==> src/rtl/data_mem_master.sv <==
// data_mem_master -- initiator for the CPU data-memory port.
//
// Accepts one load/store at a time from the core, fires a one-cycle read or
// write strobe at data_mem, waits for the memory's done pulse and returns a
// one-cycle completion (with load data) to the core.
//   FSM: IDLE -> ISSUE -> WAIT -> RESP -> IDLE
//
// Ports
//   clk, rst_n                      clock, asynchronous active-low reset
//   req_valid/req_ready             core request handshake
//   req_we, req_adr, req_wdata      request fields (1 = store)
//   rsp_valid, rsp_rdata, rsp_err   one-cycle completion, load data, abort flag
//   in_data_mem, adr_data           read strobe + read address to memory
//   write_data, adr_data_write,
//   data_write                      write strobe + address + data to memory
//   data, out_data_mem              read data and done pulse from memory
//
// Optional feature macro: DMM_TIMEOUT_EN
//   When defined, WAIT aborts after TIMEOUT_CYCLES cycles without a done pulse
//   and completes with rsp_err=1. When undefined, WAIT waits forever and
//   rsp_err is tied low.
module data_mem_master #(
    parameter int ADDR_W         = 4,
    parameter int DATA_W         = 16,
    parameter int TIMEOUT_CYCLES = 15
) (
    input  logic              clk,
    input  logic              rst_n,
    input  logic              req_valid,
    output logic              req_ready,
    input  logic              req_we,
    input  logic [ADDR_W-1:0] req_adr,
    input  logic [DATA_W-1:0] req_wdata,
    output logic              rsp_valid,
    output logic [DATA_W-1:0] rsp_rdata,
    output logic              rsp_err,
    output logic              in_data_mem,
    output logic              write_data,
    output logic [ADDR_W-1:0] adr_data,
    output logic [ADDR_W-1:0] adr_data_write,
    output logic [DATA_W-1:0] data_write,
    input  logic [DATA_W-1:0] data,
    input  logic              out_data_mem
);

    typedef enum logic [1:0] {IDLE, ISSUE, WAIT, RESP} state_t;

    state_t state;
    logic   ready_q;   // registered "in IDLE" flag
    logic   we_q;      // latched request type, steers data capture in WAIT
    logic   accept;

    // ready_q is registered; the done-pulse gate is applied combinationally so
    // a request is never accepted in the very cycle memory is still pulsing
    // done, and the stall lasts only that cycle.
    assign req_ready = ready_q & ~out_data_mem;
    assign accept    = req_valid & req_ready;

`ifdef DMM_TIMEOUT_EN
    localparam int CNT_W = $clog2(TIMEOUT_CYCLES + 1);
    logic [CNT_W-1:0] wait_cnt;
    logic             err_q;
    assign rsp_err = err_q;
`else
    assign rsp_err = 1'b0;
`endif

    always_ff @(posedge clk or negedge rst_n) begin
        if (!rst_n) begin
            state          <= IDLE;
            ready_q        <= 1'b0;
            we_q           <= 1'b0;
            rsp_valid      <= 1'b0;
            rsp_rdata      <= '0;
            in_data_mem    <= 1'b0;
            write_data     <= 1'b0;
            adr_data       <= '0;
            adr_data_write <= '0;
            data_write     <= '0;
`ifdef DMM_TIMEOUT_EN
            wait_cnt       <= '0;
            err_q          <= 1'b0;
`endif
        end else begin
            // pulses default low; each is set for exactly one cycle below
            rsp_valid   <= 1'b0;
            in_data_mem <= 1'b0;
            write_data  <= 1'b0;
            case (state)
                IDLE: begin
                    if (accept) begin
                        we_q    <= req_we;
                        ready_q <= 1'b0;
                        state   <= ISSUE;
                        // strobe registered here so it is high during ISSUE
                        if (req_we) begin
                            write_data     <= 1'b1;
                            adr_data_write <= req_adr;
                            data_write     <= req_wdata;
                        end else begin
                            in_data_mem <= 1'b1;
                            adr_data    <= req_adr;
                        end
                    end else begin
                        ready_q <= 1'b1;
                    end
                end
                ISSUE: begin
                    state <= WAIT;
`ifdef DMM_TIMEOUT_EN
                    wait_cnt <= '0;
`endif
                end
                WAIT: begin
                    // done wins over a timeout landing on the same cycle
                    if (out_data_mem) begin
                        if (!we_q) rsp_rdata <= data;
                        rsp_valid <= 1'b1;
                        state     <= RESP;
`ifdef DMM_TIMEOUT_EN
                        err_q     <= 1'b0;
                    end else if (wait_cnt == CNT_W'(TIMEOUT_CYCLES - 1)) begin
                        // this is the TIMEOUT_CYCLES-th WAIT cycle with no done
                        wait_cnt  <= CNT_W'(TIMEOUT_CYCLES);
                        err_q     <= 1'b1;
                        rsp_valid <= 1'b1;
                        state     <= RESP;
                    end else if (wait_cnt != CNT_W'(TIMEOUT_CYCLES)) begin
                        wait_cnt <= wait_cnt + 1'b1;
`endif
                    end
                end
                RESP: begin
                    ready_q <= 1'b1;
                    state   <= IDLE;
`ifdef DMM_TIMEOUT_EN
                    err_q   <= 1'b0;
`endif
                end
                default: state <= IDLE;
            endcase
        end
    end

endmodule

==> config.mk <==
export PLATFORM = sky130hd
export DESIGN_NAME = data_mem_master
export DESIGN_NICKNAME = d
export VERILOG_FILES = /design/src/rtl/data_mem_master.sv
export SDC_FILE = /design/constraint.sdc
export NUM_CORES = 1
export LEC_CHECK = 0
export ABC_CLOCK_PERIOD_IN_PS = 2029
export CORE_MARGIN = 4
export CORE_UTILIZATION = 29
export DETAILED_ROUTE_END_ITERATION = 10
export GPL_TIMING_DRIVEN = 0
export PLACE_DENSITY = 0.7
export SYNTH_ARGS = -nofsm -noshare
export SYNTH_HDL_FRONTEND = slang
export SYNTH_SLANG_ARGS = --single-unit
==> constraint.sdc <==
create_clock -name clk -period 2.03 [get_ports clk]
set_clock_uncertainty 0.2 [all_clocks]
set_input_delay 0.3045 -clock clk [delete_from_list [all_inputs] [get_ports clk]]
set_output_delay 0.3045 -clock clk [all_outputs]
set_load 0.02 [all_outputs]
==> results of run 1 <==
[final cells by class]
| cell class | count | area [sq um] | area share |
|---|---|---|---|
| Sequential cell | 47 | 1176 | 0.3978 |
| Tap cell | 77 | 96.34 | 0.03259 |
| Inverter | 4 | 15.01 | 0.005078 |
| Clock buffer | 5 | 68.82 | 0.02328 |
| Multi-Input combinational cell | 58 | 649.4 | 0.2196 |
| Clock inverter | 3 | 20.02 | 0.006771 |
| Buffer | 6 | 66.31 | 0.02243 |
| Timing Repair Buffer | 86 | 864.6 | 0.2924 |
[flip-flops by register name, indices dropped and copies added, names as in the netlist]
signal,count
adr_data,4
adr_data_write,4
data_write,16
in_data_mem,1
ready_q,1
rsp_rdata,16
rsp_valid,1
state,2
we_q,1
write_data,1
[kinds of logic (layout without fill, tap and decap cells)]
logic type      Yosys count  in the layout  synth area share
compound gates            4              4           0.01313
buf+inv                  10            104           0.04265
other cells               1              1          0.001967
fa+ha+maj                 3              3           0.01969
flops                    47             47            0.6168
mux                      41             41            0.2618
simple gates              9              9           0.04396
[cell usage in the layout, fill, tap and decap left out]
cell             Yosys  layout
a21oi_1              2       2
a31oi_1              1       1
and2_4               1       1
and2b_2              1       1
and4b_1              1       1
buf_12               1       2
buf_2                1       2
buf_4                1       1
buf_6                3       3
clkbuf_8             0       5
clkdlybuf4s50_1      0      82
clkinv_2             0       1
clkinvlp_4           0       2
conb_1               1       1
dfrtp_1             47      47
dlygate4sd2_1        0       1
dlygate4sd3_1        0       1
ha_1                 3       3
inv_1                4       4
mux2_2              31      31
mux2_4              10      10
nand2b_4             1       1
nand3b_1             1       1
nand4_2              1       1
nor2_1               1       1
nor2b_4              1       1
nor3_1               1       1
o22a_1               1       1
[power groups by stage]
stage	Clock, mW	Sequential (mW)	Combinational, mW
floorplan	0	2.11	0.698
global placement	0	1.60	2.23
detailed placement	0	1.62	2.26
CTS	0.590	1.60	2.26
global route	0.623	1.66	2.36
finish	0.549	1.60	2.23
[through the flow]
step | cell area [sq um] | TNS, ns | power [mW]
5_1_grt | 2957 | 0 | 4.651
3_3_place_gp | 2844 | -43.94 | 3.829
2_1_floorplan | 1907 | 0 | 2.811
4_1_cts | 2957 | 0 | 4.458
3_5_place_dp | 2859 | -0.1987 | 3.880
6_report | 2957 | 0 | 4.374
[worst max path at each step]
stage	to	cells after the start
floorplan	rsp_rdata[10]	7
global placement	data_write[8]	1
detailed placement	req_ready	3
CTS	req_ready	3
global route	req_ready	3
finish	req_ready	3
[per-layer routing]
layer	vias up	wire, um
met5	-	0
met4	0	19
met3	2	408
met2	52	1781
met1	630	1796
li1	581	-
[what timing repair did]
action                                  4_1_cts  5_1_grt
buffers inserted                              0        0
endpoints found under the setup margin        1        0
hold buffers                                  1        0
gates resized for setup                       1        0
hold endpoints to repair                     47        0
[worst max-delay path: cells and delay by family]
kind,cells,cell delay (ns)
AND/OR/NAND/NOR,1,0.19
buffers and inverters,2,0.85
==> flow_summary.ini, run 1 <==
[synth]
yosysMostFrequentCell = dfrtp_1
synth_edf_count = 0
yosys.area.top_type_share = 0.6168
synthesis.nets = 159
synth_common_cells = 47 x dfrtp_1, 31 x mux2_2, 10 x mux2_4
synth.area.top_cells = dfrtp_1 62%, mux2_2 18%, mux2_4 7.9%, ha_1 2.0%, buf_6 1.8%
synth_ff_type = dfrtp_1
yosys.area.top_type = dfrtp_1
ys_warn_count = 0
syn_inst = 115
synth_area_sq_um = 1907
ys_seq_area_frac = 0.6168
synth_seq_cells = 47
synth_cell_types = 22
synthArstFlopShare = 1.000
avgSynthCellArea_sq_um = 16.58

[setup_path]
cp.arrival_ns = 1.35
crit_fanout = 4
startpoint_type = input pin
r2r_end = rsp_rdata[7]
cp-end-kind = output port
slowest_stage = clkdlybuf4s50_1
slowest_delay_ns = 0.50
cp-startpoint = out_data_mem
cp.required_ns = 1.53
worst-r2r-setup-slack_ns = 0.24
rr_worst_depth = 7
crit_chain = clkdlybuf4s50_1 -> nor2b_4 -> dlygate4sd2_1
rr_startpoint = state[0]
critPathKind = input pin to output port

[power_and_ir_drop]
p_int_mw = 2.884
ir_drop_uv = 817.3
p_leak_nw = 1.333
p_comb_frac = 0.510
p_clk_frac = 0.126
swShare = 0.3407
p_seq_frac = 0.365
power_density_nw_per_um2 = 1480
power.switching_mw = 1.490

[routing]
wirelength_um = 4005
via_per_inst = 4.423
ant_nets = 0
wl_per_cell_um = 14.00
num_vias = 1265
drtIter0Drc = 12
route.detailed.drc = 0
drt-pass1-iter-count = 4

[sta]
fmax_ghz = 0.5391
period_share = 0.9137
fin_ws_ns = 0.1751
drv_slew = 0
grt_setup_unrepaired = false
final_hold_viol_count = 0
holdWs_ns = 0.2046
period_needed_ns = 1.855
setup_viol = 0

[grt]
antenna_found_initial = 0
met1_usage = 0.1249
first_global_vias = 1242
grt_max_degree = 38
met2_usage = 0.1621
top_usage_layer = met2
grt_pass1_wl_um = 6037
grt_overflow = 0
grtUsageTotal = 0.09887
grt_use_met3 = 0.03226

[floorplan]
die_h_um = 89.09
start_util = 0.3003
die_area_sq_um = 7937
core_area_sq_um = 6350
ios = 86
core.rowCount = 29
die_x_um = 89.09

[layout]
instances_no_fill = 286
drive_above_1_share = 0.2967
fillers = 576
num_antenna_cells = 0
final_util = 0.4656
layout.nets = 252
synthToLayoutAreaGrowth_pct = 55.05

[flow_run]
max_cap_viol_count = 0

[outcome]
outcome = finished, final reports clean

[clock_tree]
path_clk_slew_ns = 0.09
clk_latency_ns = 0.29
clockRootBuffer = clkbuf_8
htreeDepth = 2
cts_tree = done
cts_buffers = 5
cts_sinks = 47
cts_max_path_buffers = 2

[placement]
post-place-ws_ns = -0.07815
portBuffers = 84
dp_cells = 277
place_congestion = 0.7181

[worst_hold_path]
hold_class = input pin to async pin
Power figures use the tool's default switching activity.
==> run 2: changes to the inputs <==
--- a/config.mk
+++ b/config.mk
@@ -5,9 +5,10 @@
 export SDC_FILE = /design/constraint.sdc
 export NUM_CORES = 1
 export LEC_CHECK = 0
-export ABC_CLOCK_PERIOD_IN_PS = 2029
+export CAP_MARGIN = 0
 export CORE_MARGIN = 4
 export CORE_UTILIZATION = 29
+export CTS_CLUSTER_DIAMETER = 40
 export DETAILED_ROUTE_END_ITERATION = 10
 export GPL_TIMING_DRIVEN = 0
 export PLACE_DENSITY = 0.7
==> results of run 2 <==
Same layout as run 1: the final DEF is identical, and so are final timing and power.
